===== src/rtl/sap1_controller.sv =====
// SAP-1 fetch/execute controller and datapath: reads 16x8 program memory, runs LDA/ADD/SUB/OUT/HLT.
// Latency: six cycles per instruction (T1..T6); A updates at end of T5/T6, OUT at end of T4.
// Backpressure: none; memory is combinational and always ready, HALT freezes everything until rst.
module sap1_controller #(
   parameter int ADDR_W = 4,
   parameter int DATA_W = 8
) (
   input  logic              clk,
   input  logic              rst,
   output logic [ADDR_W-1:0] address,
   output logic              CE_barra,
   input  logic [DATA_W-1:0] W,
   output logic [DATA_W-1:0] out_reg,
   output logic [DATA_W-1:0] acc,
   output logic [5:0]        t_state,
   output logic              halted
);

   localparam logic [3:0] OP_LDA = 4'b0000;
   localparam logic [3:0] OP_ADD = 4'b0001;
   localparam logic [3:0] OP_SUB = 4'b0010;
   localparam logic [3:0] OP_OUT = 4'b1110;
   localparam logic [3:0] OP_HLT = 4'b1111;

   typedef enum logic [2:0] {
      S_T1,
      S_T2,
      S_T3,
      S_T4,
      S_T5,
      S_T6,
      S_HALT
   } state_t;

   state_t            state;
   logic [ADDR_W-1:0] pc;
   logic [ADDR_W-1:0] mar;
   logic [DATA_W-1:0] ir;
   logic [DATA_W-1:0] a_reg;
   logic [DATA_W-1:0] b_reg;
   logic [DATA_W-1:0] out_q;

   logic [3:0]        opcode;
   logic [ADDR_W-1:0] operand;
   logic              mem_op;

   // Only the opcode nibble steers control; the operand nibble may hold X for OUT/HLT.
   assign opcode  = ir[DATA_W-1 -: 4];
   assign operand = ir[ADDR_W-1:0];
   assign mem_op  = (opcode == OP_LDA) || (opcode == OP_ADD) || (opcode == OP_SUB);

   assign address = mar;
   assign out_reg = out_q;
   assign acc     = a_reg;

   // Memory is enabled only for the instruction fetch (T3) and the operand read (T5 of LDA/ADD/SUB).
   always_comb begin
      CE_barra = 1'b1;
      if (state == S_T3) begin
         CE_barra = 1'b0;
      end else if (state == S_T5 && mem_op) begin
         CE_barra = 1'b0;
      end
   end

   // Ring-counter FSM with datapath register transfers; reset overrides every state including HALT.
   always_ff @(posedge clk) begin
      if (rst) begin
         state   <= S_T1;
         t_state <= 6'b000001;
         halted  <= 1'b0;
         pc      <= '0;
         mar     <= '0;
         ir      <= '0;
         a_reg   <= '0;
         b_reg   <= '0;
         out_q   <= '0;
      end else begin
         case (state)
            S_T1: begin
               mar     <= pc;
               state   <= S_T2;
               t_state <= 6'b000010;
            end
            S_T2: begin
               pc      <= pc + ADDR_W'(1);
               state   <= S_T3;
               t_state <= 6'b000100;
            end
            S_T3: begin
               ir      <= W;
               state   <= S_T4;
               t_state <= 6'b001000;
            end
            S_T4: begin
               if (opcode == OP_HLT) begin
                  state   <= S_HALT;
                  t_state <= 6'b000000;
                  halted  <= 1'b1;
               end else begin
                  if (mem_op) begin
                     mar <= operand;
                  end else if (opcode == OP_OUT) begin
                     out_q <= a_reg;
                  end
                  state   <= S_T5;
                  t_state <= 6'b010000;
               end
            end
            S_T5: begin
               if (opcode == OP_LDA) begin
                  a_reg <= W;
               end else if (opcode == OP_ADD || opcode == OP_SUB) begin
                  b_reg <= W;
               end
               state   <= S_T6;
               t_state <= 6'b100000;
            end
            S_T6: begin
               // Both add and subtract wrap modulo 2^DATA_W; carry/borrow is dropped.
               if (opcode == OP_ADD) begin
                  a_reg <= a_reg + b_reg;
               end else if (opcode == OP_SUB) begin
                  a_reg <= a_reg - b_reg;
               end
               state   <= S_T1;
               t_state <= 6'b000001;
            end
            S_HALT: begin
               state   <= S_HALT;
               t_state <= 6'b000000;
               halted  <= 1'b1;
            end
            default: begin
               state   <= S_T1;
               t_state <= 6'b000001;
            end
         endcase
      end
   end

endmodule


===== config.mk =====
export PLATFORM = sky130hd
export DESIGN_NAME = sap1_controller
export DESIGN_NICKNAME = d
export VERILOG_FILES = /design/src/rtl/sap1_controller.sv
export SDC_FILE = /design/constraint.sdc
export NUM_CORES = 1
export LEC_CHECK = 0
export BUFFER_PORTS_ARGS = -buffer_cell sky130_fd_sc_hd__clkbuf_2
export CORE_UTILIZATION = 25
export CTS_CLUSTER_DIAMETER = 60
export DETAILED_ROUTE_END_ITERATION = 6
export GPL_TIMING_DRIVEN = 0
export MAX_ROUTING_LAYER = met4
export SLEW_MARGIN = 20
export SYNTH_ARGS = -nofsm -noshare
export SYNTH_HDL_FRONTEND = slang
export SYNTH_SLANG_ARGS = --single-unit

===== constraint.sdc =====
create_clock -name clk -period 2.95 [get_ports clk]
set_input_delay 0.59 -clock clk [delete_from_list [all_inputs] [get_ports clk]]
set_output_delay 0.59 -clock clk [all_outputs]
set_load 0.005 [all_outputs]

==> results_dict.tcl <==
set metrics [dict create \
    fill_cells 1046 \
    tritoncts "done" \
    post-place-ws_ns 0.0812 \
    routed_wire_length_um 6160 \
    pin_count_of_the_biggest_net_entering_global_routing 16 \
    seq_area_sq_mm 0.00100 \
    crit_path_end_kind "register" \
    place.gp.congestion 0.901 \
    dr.max_layer_used "met4" \
    postSynth.topFlopCell "sky130_fd_sc_hd__dfxtp_1" \
    layout.cell_area.non_filler_sq_mm 0.00305 \
    cp_max_fo 6 \
    area_delta_synth_final_pct 18.7 \
    grt_antenna_before_repair 0 \
    met2_length_um 2910 \
    initial_utilization 0.260 \
    worst-slew-pin-transition_ns 0.626 \
    total_area_of_multi_input_combinational_cells_sq_mm 0.00145 \
    drcViolationCount 0 \
    layout-drive-gt1-share 0.219 \
    cell_count_after_synthesis 272 \
    ctsResizeCount 0 \
    die-width_um 103 \
    cts_num_sinks 50 \
    critPathArrivalTime_ns 3.06 \
    track_usage 0.126 \
    count_of_antenna_violating_nets_left_after_detailed_routing 0 \
    ys_ff_latch 50 \
    dr.first_iter.drc_count 101 \
    antenna_cells_inserted 0 \
    first_global_vias 1956 \
    cts-root-to-sink-buffers 2 \
    p_per_area_mw_per_mm2 456 \
    finalSetupTns_ns 0 \
    proportion_of_netlist_area_held_by_the_largest_area_contributor 0.390 \
    async_flop_share 0 \
    path_cells "nor4b_4, mux2_2, fa_1, a21o_1, a21oi_1, o211a_1, o21ai_0, a311oi_1" \
    core_region_area_sq_mm 0.00986 \
    rows 36 \
    place_hpwl_um 4570 \
    cp_top_family "compound AO/OA/AOI/OAI gates" \
    holdWs_ns 0.503 \
    synthesized_netlist_net_count 294 \
    drt_pass1_iterations 4 \
    max_clock_freq_ghz 0.353 \
    design.final.nets 340 \
    wl_met1_um 2900 \
    synth-warning-count 0 \
    finalClockSkew_ns 0.0100 \
    clk_latency_worst_skew_pair_ns 0.31 \
    most_frequent_cells_in_the_layout "50 x sky130_fd_sc_hd__nor2_1, 50 x sky130_fd_sc_hd__dfxtp_1, 36 x sky130_fd_sc_hd__clkbuf_2" \
    path_buf_inv 0 \
    count_of_input_and_output_buffers 36 \
    vias_per_cell 4.60 \
    post_synth_num_cell_types 52 \
    grt_overflow_total 0 \
    dr_wl_met3_um 263 \
    outcome "complete, no violations" \
    maxCapViolCount 0 \
    synth_area_sq_mm 0.00257 \
    synth_edf_count 0 \
    critPathKind "reg2reg" \
    cp_slowest_cell "sky130_fd_sc_hd__fa_1" \
    grt_pass1_wl_um 9750 \
    synth.top_cells.by_area "sky130_fd_sc_hd__dfxtp_1 39%, sky130_fd_sc_hd__mux2i_1 12%, sky130_fd_sc_hd__nor2_1 7.3%" \
    die_h_um 103 \
    via_count 2079 \
    critical_path_required_ns 3.18 \
    crit_path_start_kind "register" \
    boundaryPins 38 \
    post_drt_wl_per_cell_um 13.6 \
    timing.critical_path.slowest_cell_delay_ns 0.45 \
    dpl_cell_area_sq_mm 0.00291 \
    power.static_leakage_nw 1.26 \
    timing.hold.worst.class "reg2reg" \
    max-vdd-ir-drop_mv 0.177 \
    postLayoutSetupSlackWorst_ns 0.117 \
    slew_headroom 0.583 \
    seq_area_frac_synth 0.390 \
    cts_inserted_buffers 5 \
    report.final.setup_viol 0 \
    report.final.slew_viol_count 0 \
    post-route-min-period_ns 2.83 \
    die_area_sq_mm 0.0107 \
    worst_setup_hold_path_clk_slew_ns 0.10 \
    hold_viol_final 0 \
    synth_area_leader_cell "sky130_fd_sc_hd__dfxtp_1" \
    synth_area_per_cell_sq_um 9.44 \
    clk_root_buffer_cell "sky130_fd_sc_hd__clkbuf_8" \
    final.period_utilization 0.960 \
    cts.htree.levels 2 \
]
[layer usage]
metal | track usage | vias up
li1 | - | 1048
met1 | 0.158 | 991
met2 | 0.197 | 34
met3 | 0.0269 | 6
met4 | 0.0466 | 0
met5 | - | -
[per-stage QoR]
step                      total power, mW   util  instances
after CTS                            1.40  0.307        449
after floorplan                     0.852      -        272
after detailed placement            0.908  0.295        441
after global placement              0.903  0.295        441
after global routing                 1.45  0.309        452
final                                1.39  0.309        452
[worst min-delay path: cells and delay by family (launching register included)]
| family | cells | cell delay, ns |
|---|---|---|
| AND/OR/NAND/NOR | 1 | 0.07 |
| flip-flops | 1 | 0.34 |
| multiplexers | 1 | 0.06 |
[cells by family after synthesis]
| group | share of synthesized area |
|---|---|
| and+or+nand+nor | 0.208 |
| DFF | 0.390 |
| AOI/OAI and AO/OA | 0.120 |
| muxes | 0.121 |
| buffers and inverters | 0.0458 |
| xor gates and xnor gates | 0.0541 |
| adders and majority gates | 0.0614 |
[cells in the mapped netlist, types with 2 or more instances]
cell type,number
sky130_fd_sc_hd__a31oi_1,2
sky130_fd_sc_hd__nor3_1,8
sky130_fd_sc_hd__and3_1,2
sky130_fd_sc_hd__nand4_1,2
sky130_fd_sc_hd__nor2_4,2
sky130_fd_sc_hd__nor4b_1,2
sky130_fd_sc_hd__dfxtp_1,50
sky130_fd_sc_hd__o21ai_1,2
sky130_fd_sc_hd__nand2b_1,2
sky130_fd_sc_hd__nor2_1,50
sky130_fd_sc_hd__buf_6,3
sky130_fd_sc_hd__a211oi_2,2
sky130_fd_sc_hd__a21o_1,3
sky130_fd_sc_hd__inv_1,4
sky130_fd_sc_hd__nor3b_1,4
sky130_fd_sc_hd__mux2i_1,30
sky130_fd_sc_hd__xor2_1,10
sky130_fd_sc_hd__ha_1,11
sky130_fd_sc_hd__clkbuf_1,6
sky130_fd_sc_hd__nand2_1,15
sky130_fd_sc_hd__nor4_1,2
sky130_fd_sc_hd__a311oi_1,7
sky130_fd_sc_hd__buf_4,2
sky130_fd_sc_hd__o21ai_0,6
sky130_fd_sc_hd__buf_2,2
sky130_fd_sc_hd__nor4b_4,2
sky130_fd_sc_hd__xnor2_1,4
sky130_fd_sc_hd__a21oi_1,10
sky130_fd_sc_hd__nand3_1,4
[area by class of cell]
cell class,count,area share
clock buffers,6,0.0238
inverters,5,0.00616
plain buffers,15,0.0324
multi-input cells,202,0.476
clock inverters,2,0.0123
flip-flops and latches,50,0.329
repair buffers,39,0.0665
well taps,133,0.0546
[power breakdown]
group | total, mW | internal, mW | leakage, nW | switching [mW]
Sequential | 0.721 | 0.701 | 0.406 | 0.0207
Clock | 0.494 | 0.253 | 0.0514 | 0.240
Combinational | 0.173 | 0.0724 | 0.803 | 0.101
[worst paths after layout]
| check | depth (start not counted) | to | slack (ns) | start |
|---|---|---|---|---|
| max | 8 | acc[6] | 0.12 | ir[7] |
| min | 2 | out_reg[6] | 0.50 | out_reg[6] |
| max reg2reg | 8 | acc[6] | 0.12 | ir[7] |
| min reg2reg | 2 | out_reg[6] | 0.50 | out_reg[6] |
[what timing repair did]
action                                  CTS  global route
setup buffers                             0             3
hold buffers                              0             0
endpoints found under the setup margin    0             2
(Power assumes the default switching activity.)
